## src/rtl/dot_sequencer.sv

```systemverilog
// dot_sequencer: buffers N (x, w) operand pairs and streams them, one pair per
// cycle, to a downstream MAC. It then waits for the MAC's done pulse, captures
// the accumulated result, and holds it until the consumer accepts it.
// Optional feature macro: DOT_SEQUENCER_RELU_EN (clamps a negative result to 0).
module dot_sequencer #(
  parameter int N  = 4,
  parameter int AW = (N > 1) ? $clog2(N) : 1
) (
  input  logic          clk,
  input  logic          rst_n,
  input  logic          wr_en,
  input  logic          wr_sel,
  input  logic [AW-1:0] wr_addr,
  input  logic [15:0]   wr_data,
  input  logic          go,
  output logic          busy,
  output logic          mac_start,
  output logic [15:0]   mac_x,
  output logic [15:0]   mac_w,
  input  logic [15:0]   mac_acc,
  input  logic          mac_done,
  output logic          res_valid,
  input  logic          res_ready,
  output logic [15:0]   res_data
);

  typedef enum logic [1:0] {IDLE, STREAM, WAIT, HOLD} state_t;

  state_t        state_q;
  logic [AW-1:0] idx_q;
  logic          busy_q;
  logic          mac_start_q;
  logic [15:0]   mac_x_q;
  logic [15:0]   mac_w_q;
  logic          res_valid_q;
  logic [15:0]   res_data_q;
  logic [15:0]   x_q [N];
  logic [15:0]   w_q [N];

  logic          wr_ok;
  logic [AW-1:0] idx_nxt;
  logic          last_elem;
  logic [15:0]   x0_d;
  logic [15:0]   w0_d;
  logic [15:0]   cap_d;

  // Writes land only while idle and only for an in-range element index.
  assign wr_ok     = (state_q == IDLE) && wr_en && (32'(wr_addr) < N);
  assign idx_nxt   = idx_q + 1'b1;
  assign last_elem = (32'(idx_q) == N - 1);

  // Element 0 is read on the same edge that accepts go, so a write to it on
  // that edge must be forwarded rather than read from the stale buffer.
  assign x0_d = (wr_ok && !wr_sel && (wr_addr == '0)) ? wr_data : x_q[0];
  assign w0_d = (wr_ok &&  wr_sel && (wr_addr == '0)) ? wr_data : w_q[0];

`ifdef DOT_SEQUENCER_RELU_EN
  assign cap_d = mac_acc[15] ? 16'h0000 : mac_acc;
`else
  assign cap_d = mac_acc;
`endif

  // Operand buffers: cleared by reset, written only while idle.
  always_ff @(posedge clk) begin
    if (!rst_n) begin
      for (int i = 0; i < N; i++) begin
        x_q[i] <= '0;
        w_q[i] <= '0;
      end
    end else if (wr_ok) begin
      for (int i = 0; i < N; i++) begin
        if (32'(wr_addr) == i) begin
          if (wr_sel) w_q[i] <= wr_data;
          else        x_q[i] <= wr_data;
        end
      end
    end
  end

  // Sequencer FSM with all outputs registered; MAC operand outputs default to 0.
  always_ff @(posedge clk) begin
    if (!rst_n) begin
      state_q     <= IDLE;
      idx_q       <= '0;
      busy_q      <= 1'b0;
      mac_start_q <= 1'b0;
      mac_x_q     <= '0;
      mac_w_q     <= '0;
      res_valid_q <= 1'b0;
      res_data_q  <= '0;
    end else begin
      mac_start_q <= 1'b0;
      mac_x_q     <= '0;
      mac_w_q     <= '0;
      case (state_q)
        IDLE: begin
          if (go) begin
            state_q     <= STREAM;
            busy_q      <= 1'b1;
            idx_q       <= '0;
            mac_start_q <= 1'b1;
            mac_x_q     <= x0_d;
            mac_w_q     <= w0_d;
          end
        end
        STREAM: begin
          if (last_elem) begin
            state_q <= WAIT;
          end else begin
            idx_q   <= idx_nxt;
            mac_x_q <= x_q[idx_nxt];
            mac_w_q <= w_q[idx_nxt];
          end
        end
        WAIT: begin
          if (mac_done) begin
            state_q     <= HOLD;
            res_valid_q <= 1'b1;
            res_data_q  <= cap_d;
          end
        end
        HOLD: begin
          if (res_ready) begin
            state_q     <= IDLE;
            busy_q      <= 1'b0;
            res_valid_q <= 1'b0;
          end
        end
        default: begin
          state_q <= IDLE;
          busy_q  <= 1'b0;
        end
      endcase
    end
  end

  assign busy      = busy_q;
  assign mac_start = mac_start_q;
  assign mac_x     = mac_x_q;
  assign mac_w     = mac_w_q;
  assign res_valid = res_valid_q;
  assign res_data  = res_data_q;

endmodule
```

## config.mk

```make
export PLATFORM = sky130hd
export DESIGN_NAME = dot_sequencer
export DESIGN_NICKNAME = d
export VERILOG_FILES = /design/src/rtl/dot_sequencer.sv
export SDC_FILE = /design/constraint.sdc
export NUM_CORES = 1
export LEC_CHECK = 0
export CORE_ASPECT_RATIO = 1.25
export CORE_MARGIN = 3
export CORE_UTILIZATION = 51
export DETAILED_ROUTE_END_ITERATION = 8
export PLACE_DENSITY = 0.75
export SLEW_MARGIN = 25
export SYNTH_ARGS = -nofsm -noshare
export SYNTH_HDL_FRONTEND = slang
export SYNTH_SLANG_ARGS = --single-unit
```

## constraint.sdc

```tcl
create_clock -name clk -period 6.85 [get_ports clk]
set_input_delay 0.685 -clock clk [delete_from_list [all_inputs] [get_ports clk]]
set_output_delay 0.685 -clock clk [all_outputs]
set_load 0.1 [all_outputs]
```

# After elaboration in Yosys (flattened, before gate mapping)
# Memories as Yosys holds them, arrays and structs flattened.
# Cells that the tools add are included.
# totals
reg_bits	55
latchBits	0
ram_bits	128
rom_bits	0
memories	2
# mem_list
memory	words	word_bits	read_ports	rd_ports_with_merged_regs	wr	line_no	text
w_q	4	16	2	0	4	38	logic [15:0] w_q [N];
x_q	4	16	2	0	4	37	logic [15:0] x_q [N];
# op_classes
addsub	1
mul	0
div_mod_pow	0
magnitude_cmp	0
eq_ne	12
n_shift	0
mux	65
bitwise	8
reduce_logical	17
# ops
cell	n
2-to-1 mux 16 bit	14
case mux 16 bit (2 select lines)	2
2-to-1 mux 1 bit	39
2-to-1 mux 2 bit	6
equality test 2 bit, second input constant	5
!= test 2 bit, second input constant	5
AND reduction 3 bit	3
OR 1 bit	8
case mux 2 bit (4 select lines)	1
nonzero test 2 bit	3
logical AND 1 bit	5
equality test 2 x 1 -> 1 bit, second input constant	2
logical NOT 2 bit	2
case mux 1 bit (2 select lines)	2
case mux 2 bit (2 select lines)	1
AND reduction 2 bit	2
AND reduction 4 bit	1
adder 2 x 1 -> 2 bit, second input constant	1
logical NOT 1 bit	1

# Logic depth before layout (Yosys ltp)
# Gate-level depths: netlist of the first run.
# depth
depth_word	7
depth_mapped	9
mapped_depth_nobuf	6

# Worst setup path before layout of the first run
# No wires, ideal clock.
# synth_path
path_type	in2reg
from	input wr_addr[1]
to	memory x_q[1][0] (enable)
arrival_time_ns	2.139
required_time_ns	6.439
slack_ns	4.300
cell_stages	2
n_path_buf	0
path_cell_list	nand4bb_2 > o21ai_0
# synth_lines
element	line_no	text
start: declaration	13	input logic [AW-1:0] wr_addr,
end: declaration	37	

==> impl_metrics.env, run 1 <==
export IMPL_remaining_drc_errors=0
export IMPL_first_pass_iters=5
export IMPL_peakVddDrop_mv=0.199
export IMPL_fmax_mhz=376
export IMPL_clock_sinks=183
export IMPL_yosysTopAreaCellShare_pct=46.6
export IMPL_row_count=51
export IMPL_path_max_fanout=33
export IMPL_worstSetupStartpointType="input pin"
export IMPL_min_period_ps=2660
export IMPL_overflow=0
export IMPL_avgViaCountPerCell=5.77
export IMPL_synth_edf_count=128
export IMPL_cap_violations=0
export IMPL_synthFlopType="edfxtp_1"
export IMPL_slew_violations=0
export IMPL_status="completed"
export IMPL_drt_initial_drc_count=507
export IMPL_cp_end_kind="flop"
export IMPL_insertion_delay_ps=430
export IMPL_place_hpwl_mm=12.7
export IMPL_place_gp_congestion=0.807
export IMPL_relSlewSlack_pct=32.9
export IMPL_post_cts_buffers=0
export IMPL_die_h_um=148
export IMPL_finClkSkew_ps=6.83
export IMPL_final_nets=772
export IMPL_syn_inst=649
export IMPL_antenna_found_initial=0
export IMPL_ctsHoldBuffers=0
export IMPL_core_area_mm2=0.0157
export IMPL_yosysUniqueCellTypes=42
export IMPL_cp_required_ps=6820
export IMPL_synth_nets=696
export IMPL_tritoncts="built"
export IMPL_drive_above_1_share_pct=9.49
export IMPL_synth_most_common_cell="and2_1"
export IMPL_final_setup_tns_ps=0
export IMPL_antennaDiodeCount=0
export IMPL_hold_path_class="flop to flop"
export IMPL_ant_nets=0
export IMPL_grt_pass1_vias=5726
export IMPL_arrival_ps=2630
export IMPL_grt_max_degree=50
export IMPL_start_util_pct=52.5
export IMPL_track_usage_pct=23.4
export IMPL_synth_top_cell_by_area="edfxtp_1"
export IMPL_synthTopCellsByCount="and2_1, edfxtp_1, mux2i_1"
export IMPL_dieArea_mm2=0.0177
export IMPL_ys_seq_elements=183
export IMPL_crit_type="input pin to flop"
export IMPL_grt_pass1_wl_mm=31.4
export IMPL_hold_viol_final=0
export IMPL_syn2layout_area_growth_pct=19.8
export IMPL_dieWidth_um=120
export IMPL_cts_resized=0
export IMPL_vias=5485
export IMPL_numCtsBuffers=17
export IMPL_setup_viol=0
export IMPL_htreeDepth=4
export IMPL_rsz0062_at_grt="false"
export IMPL_ioPinCount=92
export IMPL_postSynth_asyncResetShare_pct=0
export IMPL_seq_area_frac_synth_pct=60.0
export IMPL_fin_crit_sh_pct=38.8
export IMPL_p_per_area_mw_per_mm2=359
export IMPL_fin_hold_ws_ps=465
export IMPL_cts_buffer_depth=2
export IMPL_synthTopCellsByArea="edfxtp_1, dfxtp_1, and2_1"
export IMPL_clk_root_buffer_cell="clkbuf_16"
export IMPL_clkTransAtPathRegs_ps=60
export IMPL_power_leakage_nw=3.40
export IMPL_ys_warn_count=0
export IMPL_numPortBuffers=91
export IMPL_worstMarginPinSlew_ps=1000
export IMPL_synth_area_mm2=0.00824
export IMPL_postSynthAreaPerCell_um2=12.7
export IMPL_routed_wl_mm=20.2
export IMPL_wl_per_cell_um=21.3
[critical path, cell delays in order]
cell,delay (ps)
clkdlybuf4s50_1,550
nand4bb_2,200
nand2b_1,120
buf_4,400
nand2_1,650
[sequential cells by signal, indices dropped and copies added, names as in the netlist, 2 cells and up]
name,count
mac_w,16
idx_q,2
w_q,64
res_data,16
x_q,64
mac_x,16
state_q,2
[layer usage]
metal  part of all wire [%]  GRT usage [%]  wire length [um]
met1                     40           29.0              8160
met2                     49           39.4              9960
met3                    8.4           7.00              1700
met4                    1.9           7.51               376
met5                      0              0                 0
[cell usage in the layout, fill, tap and decap left out, types with 2 or more instances in the layout]
cell type / n
and2_1: 129
edfxtp_1: 128
clkdlybuf4s50_1: 91
mux2i_1: 65
nand2_1: 60
dfxtp_1: 55
nand3_1: 33
o22a_1: 31
o221ai_1: 19
a21boi_0: 17
clkbuf_16: 17
o221ai_2: 12
buf_4: 10
nor2_2: 8
o21ai_1: 6
ha_1: 5
clkinv_2: 4
bufinv_16: 4
clkbuf_1: 4
inv_1: 3
nor2_1: 3
nor2b_4: 2
and3_1: 2
nor2b_1: 2
o21ai_0: 2
o211ai_1: 2
clkbuf_8: 2
[where the power goes]
part	internal [W]	switching, W
Combinational	0.000352	0.000817
Sequential	0.00130	0.0000555
Clock	0.000628	0.000397
Total	0.00228	0.00127
[final cells by class]
type	count	area, um2
Fill cell	1243	5820
Clock buffer	23	468
Inverter	4	15.0
Tap cell	212	265
Timing Repair Buffer	102	1010
Multi-Input combinational cell	417	3030
Clock inverter	9	148
Sequential cell	183	4940
[final timing paths]
path	startpoint	end	slack (ps)	depth (start not counted)
worst min register to register	res_data[2]	res_data[2]	460	2
worst min-delay path	res_data[2]	res_data[2]	460	2
worst max register to register	state_q[0]	x_q[0][8]	4190	6
worst max-delay path	wr_sel	x_q[0][8]	4190	5
[kinds of logic after synthesis]
family	share of synthesized area (%)
AND/OR/NAND/NOR	16.8
flip-flops	60.0
AO/OA/AOI/OAI	10.7
multiplexers	7.89
buffers and inverters	3.69
adder cells (fa/ha/maj)	0.911
[through the flow]
| stage | setup slack [ps] | instances | cell area, um2 | total power (W) | util, % |
|---|---|---|---|---|---|
| detailed placement | 3750 | 918 | 9250 | 0.00254 | 59.0 |
| global placement | 3840 | 917 | 9220 | 0.00251 | 58.7 |
| CTS | 4170 | 950 | 9870 | 0.00356 | 62.9 |
| finish | 4190 | 950 | 9880 | 0.00355 | 62.9 |
| floorplan | 4300 | 649 | 8240 | 0.00227 | - |
| global route | 4050 | 950 | 9880 | 0.00367 | 62.9 |
Note: power is estimated with default switching activity, not from simulation.
==> run 2: changes to the inputs <==
--- a/config.mk
+++ b/config.mk
@@ -9,7 +9,7 @@
 export CORE_MARGIN = 3
 export CORE_UTILIZATION = 51
 export DETAILED_ROUTE_END_ITERATION = 8
-export PLACE_DENSITY = 0.75
+export PLACE_DENSITY = 0.78
 export SLEW_MARGIN = 25
 export SYNTH_ARGS = -nofsm -noshare
 export SYNTH_HDL_FRONTEND = slang
==> constraint.sdc (replaced) <==
create_clock -name clk -period 2.4 [get_ports clk]
set_input_delay 0.24 -clock clk [delete_from_list [all_inputs] [get_ports clk]]
set_output_delay 0.24 -clock clk [all_outputs]
set_load 0.1 [all_outputs]
==> run 2 against run 1 <==
Effect of this change: design area increased by 0.28%; combinational power rose to 2.9 times the previous value; hold slack worse by 100 ps; register-to-register slack got worse by 3800 ps; global-route usage is 1.4 points lower; non-clock buffer count rose by 21; cell count grew 2.2%; critical endpoint is now w_q[0][12].
==> impl_metrics.env, run 2 (same netlist as run 1, synthesis figures left out) <==
export IMPL_r2r_start="state_q[0]"
export IMPL_grt_pass1_wl_mm=30.2
export IMPL_die_h_um=148
export IMPL_final_nets=793
export IMPL_crit_type="flop to flop"
export IMPL_routed_wl_mm=19.0
export IMPL_ant_nets=0
export IMPL_avgViaCountPerCell=5.74
export IMPL_highest_layer="met4"
export IMPL_setup_viol=0
export IMPL_relSlewSlack_pct=64.3
export IMPL_startpoint="state_q[0]"
export IMPL_track_usage_pct=22.0
export IMPL_htreeDepth=4
export IMPL_ctsHoldBuffers=0
export IMPL_drive_above_1_share_pct=17.9
export IMPL_ioPinCount=92
export IMPL_clkTransAtPathRegs_ps=70
export IMPL_place_gp_congestion=0.869
export IMPL_slew_violations=0
export IMPL_wl_per_cell_um=19.6
export IMPL_core_area_mm2=0.0157
export IMPL_fmax_mhz=500
export IMPL_status="completed"
export IMPL_rsz0062_at_grt="false"
export IMPL_reg_top3="w_q: 64 flops, x_q: 64 flops"
export IMPL_hold_path_class="input pin to flop"
export IMPL_fillerInstances=1211
export IMPL_cts_resized=0
export IMPL_drt_initial_drc_count=427
export IMPL_dr_wl_met2_mm=9.51
export IMPL_slowest_delay_ps=380
export IMPL_remaining_drc_errors=0
export IMPL_worstSetupStartpointType="flop"
export IMPL_cts_buffer_depth=2
export IMPL_cp_end_kind="flop"
export IMPL_peakVddDrop_mv=0.610
export IMPL_worstMarginPinSlew_ps=535
export IMPL_syn2layout_area_growth_pct=20.2
export IMPL_min_period_ps=2000
export IMPL_mostFrequentLayoutCell="and2_1"
export IMPL_dieArea_mm2=0.0177
export IMPL_clk_root_buffer_cell="clkbuf_16"
export IMPL_path_max_fanout=22
export IMPL_overflow=0
export IMPL_first_pass_iters=5
export IMPL_hold_viol_final=0
export IMPL_cap_violations=0
export IMPL_slowest_stage="ha_1"
export IMPL_start_util_pct=52.5
export IMPL_wl_met3_mm=1.31
export IMPL_tritoncts="built"
export IMPL_antennaDiodeCount=0
export IMPL_numCtsBuffers=17
export IMPL_numPortBuffers=91
export IMPL_row_count=51
export IMPL_hp_start="mac_acc[8]"
export IMPL_p_per_area_mw_per_mm2=1010
export IMPL_grt_max_degree=50
export IMPL_grt_pass1_vias=5633
export IMPL_antenna_found_initial=0
export IMPL_final_util_pct=63.1
export IMPL_wl_met1_mm=7.61
export IMPL_cp_required_ps=2530
export IMPL_power_leakage_nw=3.61
export IMPL_r2r_slack_ps=400
export IMPL_clock_sinks=183
export IMPL_crit_chain="inv_1, ha_1, nand4b_2, nand2b_4, nand2_1, buf_4"
export IMPL_final_setup_tns_ps=0
export IMPL_insertion_delay_ps=430
export IMPL_final_cell_mix="and2_1, edfxtp_1, buf_4"
export IMPL_dieWidth_um=120
export IMPL_arrival_ps=2130
export IMPL_fin_crit_sh_pct=83.3
export IMPL_post_cts_buffers=0
export IMPL_vias=5577
export IMPL_place_hpwl_mm=12.9
export IMPL_finClkSkew_ps=9.84
run 2: cell count changes in the layout (fill, tap and decap cells not counted), sizes merged, moves of 2 or more:
| cell | change |
|---|---|
| buf | +72 |
| bufinv | -2 |
| clkdlybuf4s50 | -51 |
| inv | +3 |
run 2: final timing paths:
kind,to,cells past startpoint
worst max-delay path,w_q[0][12],6
worst min-delay path,res_data[8],3
worst max register to register,w_q[0][12],6
worst min register to register,res_data[2],2
run 2: layer usage:
| layer | track usage, % | vias to the layer above |
|---|---|---|
| met2 | 36.8 | 258 |
| met3 | 4.94 | 49 |
| met4 | 8.48 | 0 |
| met1 | 27.9 | 2713 |
| li1 | - | 2557 |
| met5 | 0 | - |
run 2: worst max-delay path, delay by kind of cell, from the launching register on:
family,cells,cell delay [ps]
and+or+nand+nor,3,640
adders and majority gates,1,380
DFF,1,340
buffers and inverters,2,310
run 2: where the power goes:
part	leakage [nW]	internal [W]	switching [W]
Combinational	1.54	0.00103	0.00231
Clock	0.296	0.00168	0.00115
Sequential	1.78	0.00371	0.000158
Total	3.61	0.00641	0.00362
run 2: final cells by class:
cell class / count / area, um2 / share of cell area [%]
clock buffers: 22 / 495 / 5.00
clock inverters: 10 / 113 / 1.14
inverters: 4 / 15.0 / 0.152
multi-input cells: 417 / 3010 / 30.4
flip-flops and latches: 183 / 4940 / 49.9
well taps: 212 / 265 / 2.68
repair buffers: 123 / 1060 / 10.7
run 2: per-stage QoR:
| step | worst slack, ps | std cells | power [W] | hold WS [ps] | instance area [um2] |
|---|---|---|---|---|---|
| detailed placement | 410 | 939 | 0.00726 | 454 | 9300 |
| global route | 256 | 971 | 0.0104 | 364 | 9900 |
| global placement | 500 | 939 | 0.00719 | 445 | 9300 |
| finish | 401 | 971 | 0.0100 | 363 | 9900 |
| floorplan | -65.4 | 649 | 0.00647 | 375 | 8240 |
| CTS | 392 | 971 | 0.0101 | 347 | 9900 |
